==> config.mk <==
export PLATFORM = sky130hd
export DESIGN_NAME = mem_port_arbiter
export DESIGN_NICKNAME = d
export VERILOG_FILES = /design/src/rtl/mem_port_arbiter.sv
export SDC_FILE = /design/constraint.sdc
export NUM_CORES = 1
export LEC_CHECK = 0
export ABC_AREA = 1
export CORE_AREA = 2 2 105 107
export CTS_BUF_LIST = sky130_fd_sc_hd__clkbuf_2
export CTS_CLUSTER_DIAMETER = 80
export DETAILED_ROUTE_END_ITERATION = 10
export DIE_AREA = 0 0 107 109
export GPL_ROUTABILITY_DRIVEN = 0
export PLACE_DENSITY = 0.64
export SYNTH_ARGS = -nofsm -noshare
export SYNTH_HDL_FRONTEND = slang
export SYNTH_SLANG_ARGS = --single-unit
==> constraint.sdc <==
create_clock -name clk -period 2.3 [get_ports clk]
set_clock_uncertainty 0.05 [all_clocks]
set_input_delay 0.46 -clock clk [delete_from_list [all_inputs] [get_ports clk]]
set_output_delay 0.46 -clock clk [all_outputs]
set_load 0.02 [all_outputs]
==> src/rtl/mem_port_arbiter.sv <==
// Shares one synchronous RAM port between instruction fetch and load/store.
// Data side has priority; fetch is forced through after STARVE_LIMIT straight data grants.
module mem_port_arbiter #(
  parameter int ADDR_W       = 32,
  parameter int STARVE_LIMIT = 4
) (
  input  logic              clk,
  input  logic              reset,
  input  logic              i_req,
  input  logic [ADDR_W-1:0] i_addr,
  output logic              i_gnt,
  output logic              i_rvalid,
  output logic [31:0]       i_rdata,
  input  logic              d_req,
  input  logic [ADDR_W-1:0] d_addr,
  input  logic [3:0]        d_wmask,
  input  logic [31:0]       d_wdata,
  output logic              d_gnt,
  output logic              d_rvalid,
  output logic [31:0]       d_rdata,
  output logic [ADDR_W-1:0] ram_addr,
  output logic              ram_rstrb,
  output logic [3:0]        ram_wmask,
  output logic [31:0]       ram_wdata,
  input  logic [31:0]       ram_rdata
);

  typedef enum logic [1:0] {
    RTAG_IDLE,
    RTAG_FETCH,
    RTAG_DATA
  } rtag_e;

  localparam logic [3:0] LIMIT = 4'(STARVE_LIMIT);

  rtag_e      rtag_q, rtag_d;
  logic [3:0] starve_cnt_q, starve_cnt_d;
  logic       fetch_wins;
  logic       d_write;

  always_comb begin
    fetch_wins   = i_req && (!d_req || (starve_cnt_q == LIMIT));
    i_gnt        = fetch_wins;
    d_gnt        = d_req && !fetch_wins;
    d_write      = (d_wmask != 4'b0000);
    ram_addr     = '0;
    ram_rstrb    = 1'b0;
    ram_wmask    = 4'b0000;
    ram_wdata    = 32'h0;
    rtag_d       = RTAG_IDLE;
    starve_cnt_d = starve_cnt_q;

    if (i_gnt) begin
      ram_addr  = i_addr;
      ram_rstrb = 1'b1;
      rtag_d    = RTAG_FETCH;
    end else if (d_gnt) begin
      ram_addr = d_addr;
      if (d_write) begin
        ram_wmask = d_wmask;
        ram_wdata = d_wdata;
      end else begin
        ram_rstrb = 1'b1;
        rtag_d    = RTAG_DATA;
      end
    end

    // Count only data grants that actually make a waiting fetch wait longer.
    if (!i_req || i_gnt) begin
      starve_cnt_d = 4'd0;
    end else if (d_gnt && (starve_cnt_q != LIMIT)) begin
      starve_cnt_d = starve_cnt_q + 4'd1;
    end
  end

  always_ff @(posedge clk or posedge reset) begin
    if (reset) begin
      rtag_q       <= RTAG_IDLE;
      starve_cnt_q <= 4'd0;
    end else begin
      rtag_q       <= rtag_d;
      starve_cnt_q <= starve_cnt_d;
    end
  end

  assign i_rvalid = (rtag_q == RTAG_FETCH);
  assign d_rvalid = (rtag_q == RTAG_DATA);
  assign i_rdata  = ram_rdata;
  assign d_rdata  = ram_rdata;

endmodule

Word level (Yosys, flattened, before mapping) --
Index checks and enable logic that the tools add are counted.
Word-level totals: flip-flop bits (word level) 6, output and inout bits 137, logic and storage cells 33
Operators by class: $add $sub $neg 1, equal/unequal tests 4, mux-type cells 16, reductions and logical operators 10
Operators by type and width (number):
- 2-to-1 mux 32 bit | 5
- 2-to-1 mux 4 bit | 5
- 2-to-1 mux 2 bit | 3
- adder 4 x 1 -> 4 bit, second input constant | 1
- equality test 4 x 3 -> 1 bit, second input constant | 1
- != test 4 x 3 -> 1 bit, second input constant | 1
- nonzero test 4 bit | 1
- logical AND 1 bit | 3
- logical NOT 1 bit | 3
- 2-to-1 mux 1 bit | 3
- equality test 2 x 1 -> 1 bit, second input constant | 1
- equality test 2 bit, second input constant | 1
- logical OR 1 bit | 2
- nonzero test 2 bit | 1

Logic depth before layout (Yosys ltp) --
Gate-level depths: netlist of the first run.
depth in word-level cells 8, depth in mapped cells 8, depth with buffers taken out 7

Worst setup path after synthesis of the first run --
OpenSTA, ideal clock, no wires.
path kind reg-to-output, start register starve_cnt_q[0], end output port ram_wdata[0], data arrival time 1420 ps, data required time 1790 ps, path slack 370 ps, stages on the path, launching flop included 9, path through dfrtp_1 -> inv_1 -> ha_1 -> nand2_1 -> nor2_1 -> a21oi_4 -> inv_4 -> buf_6 -> nor2_1
On the way: cells in the longest elaborated chain, start to end 7
Ends and longest elaborated chain:
- start: declaration | RTL line 37 | logic [3:0] starve_cnt_q, starve_cnt_d;
- start signal: assignment | RTL line 82 | starve_cnt_q <= starve_cnt_d;
- equality test 4 x 3 -> 1 bit * | RTL line 42 | fetch_wins = i_req && (!d_req || (starve_cnt_q == LIMIT));
- logical OR 1 bit * | RTL line 42
- logical AND 1 bit * | RTL line 42
- logical NOT 1 bit | RTL line 44 | d_gnt = d_req && !fetch_wins;
- logical AND 1 bit | RTL line 44
- 2-to-1 mux 32 bit | RTL line 57 | end else if (d_gnt) begin
- 2-to-1 mux 32 bit * | RTL line 53 | if (i_gnt) begin
- end: declaration | RTL line 24 | output logic [31:0] ram_wdata,
Mark *: on every way between the ends. The rest lies on a longest branch, timed or not.

Worst setup path after layout of the first run --
start register starve_cnt_q[0], end output port ram_wdata[12]
The elaborated chain is that of the path after synthesis.

==> results.md, run 1 <==
* Iter 0 DRT Violations at 59
* Peak fanout along the critical path at 9
* Worst Setup Path Type: flip-flop to primary output
* Period utilisation layout at 0.995
* Root buffer cell: clkbuf_2
* NetSw at about 0.37 mW
* Initial Util at 0.147
* # rows at 38
* Post-Syn Instances at approximately 290
* Critical path launch point type: flip-flop
* Core Area at roughly 11000 µm²
* Clk network pwr share at 0.080
* ANT nets after route at 0
* YS warnings at 0
* Worst reg2reg path startpoint: starve_cnt_q[0]$_DFFE_PP0P_
* Latest clock arrival within the worst-skew pair at 0.22 ns
* Share of layout cells above drive strength 1 at 0.388
* Family with the most delay on the worst path: buffers and inverters
* DR vias at ~2200
* Most frequent cells in the layout: clkdlybuf4s50_1 (103), nand2_1 (74), buf_4 (37)
* Leakage at between 1.5 and 2 nW
* Global route overflow at 0
* Crit path time final at between 2 and 2.5 ns
* Place WS at -0.463 ns
* Worst EP arrival at around 1.8 ns
* Commonest non-fill, non-tap cell in the layout: clkdlybuf4s50_1
* RSZ-0062 raised after global routing: true
* Placed Cells at 538
* Num CTS Buffers at 3
* Reg2reg end: rtag_q[1]$_DFF_PP0_
* Synth unique cells at 16
* Register share of total power at 0.125
* Register area share after synthesis at 0.0962
* Fmax achieved at 437 MHz
* GR Util All Layers at 0.104
* Number of global-route vias before repair at ~2000
* Switching share of power at 0.416
* # IOs at roughly 270
* Clock-pin slew on the worst setup and hold paths at ~0.060 ns
* Max Cap Violations at 0
* Synthesized flop and latch total at 6
* DR WL/cell at 13.6 µm
* Syn nets at 423
* CP Cell Sequence: inv_1 -> ha_2 -> nand2_2 -> nor2_4 -> a21oi_4 -> buf_12 -> buf_16 -> clkinv_16 -> nor2_1 -> buf_4
* Routed vias/inst at about 3.9
* Crit end category: primary output
* Fin. max-slew vios at 0
* CP required at approximately 1.8 ns
* Core Util, Final at 0.334
* First-pass GRT wire length at 9750 µm
* H-tree Lvls at 1
* Max incr delay on CP at approximately 0.34 ns
* Synth-to-Final Area Change at 127%
* Setup-failing EPs final at 0
* Int Power at 0.516 mW
* Largest net degree at the start of global routing at 38
* TritonCTS Sinks at 6
* Leading area contributor after synthesis: buf_4
* Slew HR at 0.850
* Hold/Removal Path Class: primary input to asynchronous set/reset pin
* VDD IR max at 0.0000910 V
* Final hold violation count at 0
* Post-Layout Cell Count at between 500 and 600
* Worst reg-to-reg path cell count at 10
* Port bufs at between 150 and 200
* Net count, final at between 500 and 600
* Maximum buffer depth of the clock tree at 2
* Router iterations before antenna repair at 4
* TritonCTS clock tree: yes
* Internal reg-to-reg setup slack at 0.64 ns
* DRC viols at 0
* Total Wirelength at ~7500 µm
* Die Wd at approximately 110 µm
* Worst-margin pin slew at 0.225 ns
* Top cells by area, synth: buf_4 (31%), nand2_1 (24%), nand3_1 (11%), nor2_1 (11%), dfrtp_1 (9.6%)
* PD cells at roughly 250 nW/µm²
* Logic gate share of total power at 0.795
* Top cell type's share of synthesized area at 0.308
* Cts hold-fix bufs at 0
* CP Buf/Inv Count at 5
* Die area at 11700 µm²
* Outcome: complete, no violations
* Syn Area/Cell at 5.47 µm²
* Post-synthesis cell area at roughly 1600 µm²
* Initial antenna violation count at 1
* Die Ht at roughly 110 µm
* Hpwl dp at around 5400 µm
* CP max stage cell: dfrtp_1
* Final worst slack at approximately 0.012 ns
## state kept, by name, indices dropped and copies added (netlist names)
register and cells:
rtag_q 2, starve_cnt_q 4
## cells by family after synthesis
kind of cell               after synthesis  synth area share
DFF                                      6            0.0962
and+or+nand+nor                        179             0.460
adders and majority gates                2            0.0160
AOI/OAI and AO/OA                        2            0.0136
xor gates and xnor gates                 2            0.0112
buffers and inverters                   94             0.403
## final cells by class
class                      instances  area (µm²)
antenna                            1        2.50
fill                            1103        7060
inverter                          14        78.8
clock buffer                       3        15.0
multi-input combinational        185        1070
timing repair buffer             199        1960
timing repair inverter             5        88.8
sequential                         6         150
tap                              140         175
## synthesized netlist by cell type
| library cell | number |
|---|---|
| ha_1 | 2 |
| nand3_1 | 35 |
| inv_1 | 13 |
| nand4_1 | 1 |
| o21ai_0 | 1 |
| buf_6 | 3 |
| buf_4 | 64 |
| buf_2 | 8 |
| nand2_1 | 99 |
| dfrtp_1 | 6 |
| clkbuf_1 | 5 |
| nor2_1 | 44 |
| xor2_1 | 1 |
| inv_4 | 1 |
| xnor2_1 | 1 |
| a21oi_4 | 1 |
## through the flow
step / total power [mW] / setup TNS [ns] / cell area, µm² / hold WS, ns
6_report: 0.883 / 0 / 3540 / 0.407
5_1_grt: 0.942 / -2.31 / 3540 / 0.414
4_1_cts: 0.739 / 0 / 2850 / 0.410
3_5_place_dp: 0.719 / -28.02 / 3080 / 0.484
3_3_place_gp: 0.715 / -26.74 / 3080 / 0.471
2_1_floorplan: 0.506 / 0 / 1560 / 0.201
## timing repair
action,4_1_cts,5_1_grt
endpoints found under the setup margin,71,71
setup buffers,2,3
resized for setup,299,182
pin swaps,0,5
cloned,1,6
## per-layer routing
metal	up-vias	global-route usage	wire length [µm]
met5	-	0	0
met4	0	0.0557	255
met3	41	0.0245	592
met2	118	0.192	4120
met1	943	0.109	2540
li1	1063	-	-
## how the worst max path moves through the flow
stage | depth (start not counted) | from | end | slack [ns]
floorplan | 8 | starve_cnt_q[0]$_DFFE_PP0P_ | ram_wdata[0] | 0.37
finish | 10 | starve_cnt_q[0]$_DFFE_PP0P_ | ram_wdata[12] | 0.01
CTS | 11 | starve_cnt_q[0]$_DFFE_PP0P_ | ram_wdata[30] | 0.0005
global placement | 7 | d_req | ram_addr[0] | -0.45
global route | 10 | starve_cnt_q[0]$_DFFE_PP0P_ | ram_wdata[1] | -0.08
detailed placement | 6 | i_req | ram_addr[0] | -0.46
## power groups by stage
stage | Sequential (mW) | Combinational, mW | Clock (mW)
after global placement | 0.112 | 0.604 | 0
final | 0.110 | 0.702 | 0.0708
after global routing | 0.110 | 0.748 | 0.0836
after detailed placement | 0.112 | 0.607 | 0
after floorplan | 0.112 | 0.394 | 0
after CTS | 0.110 | 0.556 | 0.0736
(Power assumes the default switching activity.)
==> inputs of run 2 (changes only) <==
--- a/config.mk
+++ b/config.mk
@@ -6,13 +6,13 @@
 export NUM_CORES = 1
 export LEC_CHECK = 0
 export ABC_AREA = 1
-export CORE_AREA = 2 2 105 107
+export CORE_AREA = 2 2 107 109
 export CTS_BUF_LIST = sky130_fd_sc_hd__clkbuf_2
 export CTS_CLUSTER_DIAMETER = 80
 export DETAILED_ROUTE_END_ITERATION = 10
-export DIE_AREA = 0 0 107 109
+export DIE_AREA = 0 0 109 111
 export GPL_ROUTABILITY_DRIVEN = 0
-export PLACE_DENSITY = 0.64
+export PLACE_DENSITY = 0.62
 export SYNTH_ARGS = -nofsm -noshare
 export SYNTH_HDL_FRONTEND = slang
 export SYNTH_SLANG_ARGS = --single-unit
==> constraint.sdc (replaced) <==
create_clock -name clk -period 2.22 [get_ports clk]
set_clock_uncertainty 0.05 [all_clocks]
set_input_delay 0.444 -clock clk [delete_from_list [all_inputs] [get_ports clk]]
set_output_delay 0.444 -clock clk [all_outputs]
set_load 0.02 [all_outputs]
==> run 2 against run 1 <==
  * Clock power grew 11%
  * Setup slack gained 0.025 ns
  * Wire length shrank 7.3%
  * Power shrank 5.1%
  * Sequential cell count is the same
  * Sequential power grew 4%
  * Die area grew 3.7%
  * Critical endpoint is now ram_addr[5]
  * Largest cell class unchanged
  * Highest routed layer unchanged
==> results.md, run 2 (synthesis results as in run 1) <==
* Crit path time final at roughly 2.2 ns
* Max Cap Violations at 0 (unchanged)
* GR Util All Layers at 0.0971 (-0.00703)
* Stages on worst setup path at 10 (unchanged)
* DR vias at 2180 (+0.69%)
* Crit end category: primary output
* Placed Cells at 541 (+0.56%)
* Period utilisation layout at 0.984
* ANT nets after route at 0 (unchanged)
* CP Buf/Inv Count at 4 (-1)
* DR WL/cell at 12.6 µm (-7.3%)
* First-pass GRT wire length at 9540 µm (-2.2%)
* Outcome: complete, no violations
* Setup-failing EPs final at 0 (unchanged)
* Maximum buffer depth of the clock tree at 2 (unchanged)
* H-tree Lvls at 1 (unchanged)
* Latest clock arrival within the worst-skew pair at 0.23 ns (about the same)
* Family with the most delay on the worst path: buffers and inverters
* Biggest regs: starve_cnt_q: 4 flops, rtag_q: 2 flops
* Final worst slack at 0.0363 ns (+0.0246 ns)
* DRC viols at 0 (unchanged)
* Initial Util at 0.141 (-0.00630)
* Worst-margin pin slew at 0.237 ns (+0.0119 ns)
* Die Ht at 111 µm (+1.8%)
* Die Wd at 109 µm (+1.9%)
* Area after DPL at 3120 µm² (+1.3%)
* Number of global-route vias before repair at 2026 (+1.8%)
* # rows at 39 (+2.6%)
* Clock-pin slew on the worst setup and hold paths at 0.06 ns (about the same)
* RSZ-0062 raised after global routing: true
* Hpwl dp at 5180 µm (-4.1%)
* PD cells at 263 nW/µm² (+5.3%)
* Routed vias/inst at 3.94 (+0.69%)
* Share of layout cells above drive strength 1 at 0.308 (-0.0803)
* # IOs at 273 (unchanged)
* Final Cell Area at 3190 µm² (-9.9%)
* Synth-to-Final Area Change at 104%
* Top cell by count, worst path: nand2_1
* Die area at 12100 µm² (+3.7%)
* Root buffer cell: clkbuf_2
* Worst EP arrival at 1.69 ns (-0.09 ns)
* VDD IR max at 0.0000711 V (-22%)
* Tot Pwr at 0.838 mW (-5.1%)
* Router iterations before antenna repair at 4 (unchanged)
* Post-Layout Cell Count at 553 (unchanged)
* Hold/Removal Path Class: primary input to asynchronous set/reset pin
* Peak fanout along the critical path at 6 (-3)
* Fmax achieved at between 400 and 500 MHz
* TritonCTS clock tree: yes
* Core Area at 11100 µm² (+4.5%)
* TritonCTS Sinks at 6 (unchanged)
* Leakage at 1.65 nW (-4.6%)
* Most frequent cells in the layout: clkdlybuf4s50_1 (103), nand2_1 (79), nor2_1 (41)
* Total Wirelength at 6960 µm (-7.3%)
* Iter 0 DRT Violations at 66 (+12%)
* Net count, final at 549 (-0.54%)
* Core Util, Final at 0.288 (-0.0460)
* CP Cell Sequence: inv_1 -> ha_2 -> nand2_2 -> nor2_4 -> a21oi_4 -> buf_12 -> clkbuf_16 -> nand2_1 -> nand2_1 -> buf_6
* Max FFs per register at 4 (unchanged)
* Num CTS Buffers at 3 (unchanged)
* Fin. max-slew vios at 0 (unchanged)
* Reg with most FFs: starve_cnt_q
* Slew HR at 0.842 (-0.00797)
* Final hold violation count at 0 (unchanged)
* Worst Setup Path Type: flip-flop to primary output
* Largest net degree at the start of global routing at 38 (unchanged)
* Worst reg-to-reg path cell count at 8 (-2)
* CP max stage cell: dfrtp_1
* CP required at 1.73 ns (-0.06 ns)
* # fillers at 1220 (+11%)
* Critical path launch point type: flip-flop
* Global route overflow at 0 (unchanged)
* Commonest non-fill, non-tap cell in the layout: clkdlybuf4s50_1
* Place WS at -0.559 ns (-0.0962 ns)
* Port bufs at 176 (unchanged)
* Initial antenna violation count at 1 (unchanged)
* Max incr delay on CP at 0.38 ns (+0.04 ns)
run 2: worst reg2reg max path: cells and delay by family, from the launching register on:
family | cells | cell delay, ns
buffers and inverters | 3 | 0.35
adder cells (fa/ha/maj) | 1 | 0.19
AND/OR/NAND/NOR | 3 | 0.26
flip-flops | 1 | 0.38
AO/OA/AOI/OAI | 1 | 0.07
run 2: per-stage QoR:
stage	hold WS, ns	setup TNS (ns)
final	0.378	0
after global routing	0.418	-0.735
after CTS	0.386	0
after detailed placement	0.490	-32.13
after global placement	0.472	-30.38
after floorplan	0.185	0
run 2: area by class of cell:
cell class                 count  area (µm²)  area share
clock buffer                   3        15.0     0.00471
antenna                        1        2.50    0.000784
inverter                      14        65.1      0.0204
sequential                     6         150      0.0471
tap                          143         179      0.0561
timing repair buffer         201        1930       0.605
multi-input combinational    185         847       0.265
run 2: where the power goes:
group	switching (mW)	internal [mW]	leakage [nW]
clock network	0.0417	0.0366	0.0125
logic	0.292	0.354	1.56
registers	0.00161	0.112	0.0815
run 2: layer usage:
layer  vias up  part of all wire  track usage
li1       1056                 -            -
met1       955              0.34        0.101
met2       139              0.52        0.178
met3        30              0.11       0.0288
met4         0             0.020       0.0376
met5         -                 0            0
run 2: timing repair:
item / in CTS / in global routing
buffers inserted: 4 / 1
setup endpoints to repair: 71 / 70
pin swaps: 2 / 5
resized for setup: 304 / 73
cloned: 1 / 3
hold buffers: 0 / 0
run 2: path summary, 6_finish.rpt:
path	endpoint	from	slack, ns
min reg2reg	starve_cnt_q[0]$_DFFE_PP0P_	starve_cnt_q[0]$_DFFE_PP0P_	0.49
max	ram_addr[5]	starve_cnt_q[1]$_DFFE_PP0P_	0.04
max reg2reg	rtag_q[1]$_DFF_PP0_	starve_cnt_q[1]$_DFFE_PP0P_	0.80
min in group clk	starve_cnt_q[0]$_DFFE_PP0P_	starve_cnt_q[0]$_DFFE_PP0P_	0.49
min	starve_cnt_q[3]$_DFFE_PP0P_	reset	0.38
max in group asynchronous	rtag_q[0]$_DFF_PP0_	reset	1.55
==> inputs of run 3 (changes only) <==
--- a/config.mk
+++ b/config.mk
@@ -6,13 +6,14 @@
 export NUM_CORES = 1
 export LEC_CHECK = 0
 export ABC_AREA = 1
-export CORE_AREA = 2 2 107 109
+export CORE_AREA = 2 2 106 108
 export CTS_BUF_LIST = sky130_fd_sc_hd__clkbuf_2
 export CTS_CLUSTER_DIAMETER = 80
 export DETAILED_ROUTE_END_ITERATION = 10
-export DIE_AREA = 0 0 109 111
+export DIE_AREA = 0 0 108 110
 export GPL_ROUTABILITY_DRIVEN = 0
-export PLACE_DENSITY = 0.62
+export MAX_ROUTING_LAYER = met4
+export PLACE_DENSITY = 0.65
 export SYNTH_ARGS = -nofsm -noshare
 export SYNTH_HDL_FRONTEND = slang
 export SYNTH_SLANG_ARGS = --single-unit
==> constraint.sdc (replaced) <==
create_clock -name clk -period 1.8 [get_ports clk]
set_clock_uncertainty 0.05 [all_clocks]
set_input_delay 0.36 -clock clk [delete_from_list [all_inputs] [get_ports clk]]
set_output_delay 0.36 -clock clk [all_outputs]
set_load 0.02 [all_outputs]
==> run 3 against run 2 <==
  * Register-to-register slack worse by 0.49 ns
  * The run now ends with setup timing left
  * Global-route usage increased by 1.5 points
  * Clock power increased by 21%
  * Die area is 1.8% lower
  * Highest routed layer unchanged
==> results.md, run 3 (synthesis results as in run 1) <==
* Core Util, Final at 0.340 (+0.0522)
* Worst EP arrival at 1.68 ns (about the same)
* Leakage at 1.74 nW (+5.2%)
* Stages on worst setup path at 8 (-2)
* Share of layout cells above drive strength 1 at 0.452 (+0.144)
* # fillers at 1149 (-5.8%)
* Reg2reg end: rtag_q[0]$_DFF_PP0_
* # IOs at 273 (unchanged)
* Fmax achieved at ~480 MHz
* Hpwl dp at 5080 µm (-1.9%)
* Initial antenna violation count at 0 (-1)
* Reg area at 150 µm² (unchanged)
* Clock-pin slew on the worst setup and hold paths at 0.06 ns (about the same)
* Die area at 11900 µm² (-1.8%)
* Maximum buffer depth of the clock tree at 2 (unchanged)
* PD cells at 320 nW/µm² (+22%)
* Busiest grt layer: met2
* Initial Util at 0.146 (+0.00499)
* Die Wd at 108 µm (-0.92%)
* Reg with most FFs: starve_cnt_q
* Hold/Removal Path Class: primary input to asynchronous set/reset pin
* DR vias at 2208 (+1.3%)
* Slew HR at 0.832 (-0.00962)
* Worst Setup Path Type: primary input to primary output
* Router iterations before antenna repair at 4 (unchanged)
* H-tree Lvls at 1 (unchanged)
* TritonCTS clock tree: yes
* Max Cap Violations at 0 (unchanged)
* Crit end category: primary output
* Setup-failing EPs final at 71 (+71)
* Port bufs at 176 (unchanged)
* CP Buf/Inv Count at 5 (+1)
* Latest clock arrival within the worst-skew pair at 0.23 ns (about the same)
* Worst reg-to-reg path cell count at 10 (+2)
* Peak fanout along the critical path at 8 (+2)
* Final Cell Area at 3640 µm² (+14%)
* Family with the most delay on the worst path: buffers and inverters
* Num CTS Buffers at 3 (unchanged)
* Final hold violation count at 0 (unchanged)
* Placed Cells at 538 (-0.55%)
* Internal reg-to-reg setup slack at 0.31 ns (-0.49 ns)
* Number of global-route vias before repair at 2161 (+6.7%)
* Biggest regs: starve_cnt_q: 4 flops, rtag_q: 2 flops
* Routing usage on met1 at 0.116 (+0.0149)
* TritonCTS Sinks at 6 (unchanged)
* RSZ-0062 raised after global routing: true
* Critical path launch point type: primary input
* Net count, final at 554 (+0.91%)
* DR WL/cell at 13.1 µm (+4.2%)
* Max incr delay on CP at 0.49 ns (+0.11 ns)
* Core Area at 10700 µm² (-3.4%)
* Global route overflow at 0 (unchanged)
* VDD IR max at 0.000110 V (+55%)
* Root buffer cell: clkbuf_2
* Area after DPL at 3080 µm² (-1.3%)
* Period utilisation layout at 1.16
* Most frequent cells in the layout: clkdlybuf4s50_1 (104), buf_6 (58), nand2_1 (51)
* Die Ht at 110 µm (-0.90%)
* Multi-input gate area at 1110 µm² (+31%)
* Synth-to-Final Area Change at 133%
* GR Util All Layers at 0.112 (+0.0153)
* Crit path time final at approximately 2.1 ns
* Routed vias/inst at 3.99 (+1.1%)
* Iter 0 DRT Violations at 68 (+3.0%)
* Met2 Use GR at 0.208 (+0.0291)
* CP startpoint: d_req
* CP required at 1.39 ns (-0.34 ns)
* CP Cell Sequence: clkdlybuf4s50_1 -> inv_1 -> a21oi_4 -> buf_6 -> buf_16 -> nand2_2 -> nand2_2 -> buf_6
* DRC viols at 0 (unchanged)
* First-pass GRT wire length at 10300 µm (+7.6%)
* Post-Layout Cell Count at 554 (+0.18%)
* Failing checks: setup timing
* Outcome: finished, violations left
* Worst-margin pin slew at 0.252 ns (+0.0148 ns)
* Commonest non-fill, non-tap cell in the layout: clkdlybuf4s50_1
* Largest net degree at the start of global routing at 38 (unchanged)
* Final worst slack at -0.286 ns (-0.322 ns)
* # rows at 38 (-2.6%)
* Worst reg2reg path startpoint: starve_cnt_q[1]$_DFFE_PP0P_
* ANT nets after route at 0 (unchanged)
* # diodes at 0 (-1)
* Max FFs per register at 4 (unchanged)
* Total Wirelength at 7260 µm (+4.4%)
* CP max stage cell: clkdlybuf4s50_1
* M3 GR Usage at 0.0259 (-0.00294)
* Tot Pwr at 1.16 mW (+39%)
* Fin. max-slew vios at 0 (unchanged)
-- run 3: cell types whose count changed in the layout (fill, tap and decap cells not counted), sizes merged --
cell           delta
dlymetal6s2s      -1
clkdlybuf4s15     -1
clkdlybuf4s50     +1
clkbuf            -3
diode             -1
buf               +9
-- run 3: worst max path at each step --
stage                         to  slack (ns)
detailed placement   ram_addr[2]       -0.81
global placement     ram_addr[2]       -0.80
floorplan           ram_wdata[0]       -0.03
global route        ram_addr[27]       -0.40
finish              ram_addr[27]       -0.29
CTS                  ram_addr[7]       -0.32
-- run 3: final cells by class --
cell class | instances | area share
Timing Repair Buffer | 206 | 0.583
Inverter | 14 | 0.0189
Multi-Input combinational cell | 185 | 0.305
Clock buffer | 3 | 0.00413
Tap cell | 140 | 0.0481
Sequential cell | 6 | 0.0413
-- run 3: routing by layer --
layer  vias to the layer above  wire length, µm
met4                         0              165
met2                       118             3840
met5                         -                0
met3                        29              612
li1                       1064                -
met1                       997             2650
-- run 3: stage by stage --
step,hold slack [ns],setup TNS (ns),setup WS [ns]
final,0.304,-18.01,-0.286
after global routing,0.326,-25.78,-0.397
after CTS,0.305,-20.22,-0.318
after detailed placement,0.480,-52.33,-0.805
after global placement,0.466,-52.01,-0.801
after floorplan,0.101,-1.10,-0.0296
-- run 3: timing repair --
item | in CTS | in global routing
setup endpoints to repair | 71 | 71
pin swaps | 20 | 14
setup buffers | 10 | 3
cloned | 5 | 0
resized for setup | 465 | 67
hold buffers | 0 | 0
-- run 3: power by group --
group          switching, mW  leakage, nW  internal (mW)
registers            0.00189       0.0815          0.139
logic                  0.417         1.64          0.512
clock network         0.0495       0.0125         0.0451
total                  0.468         1.74          0.696
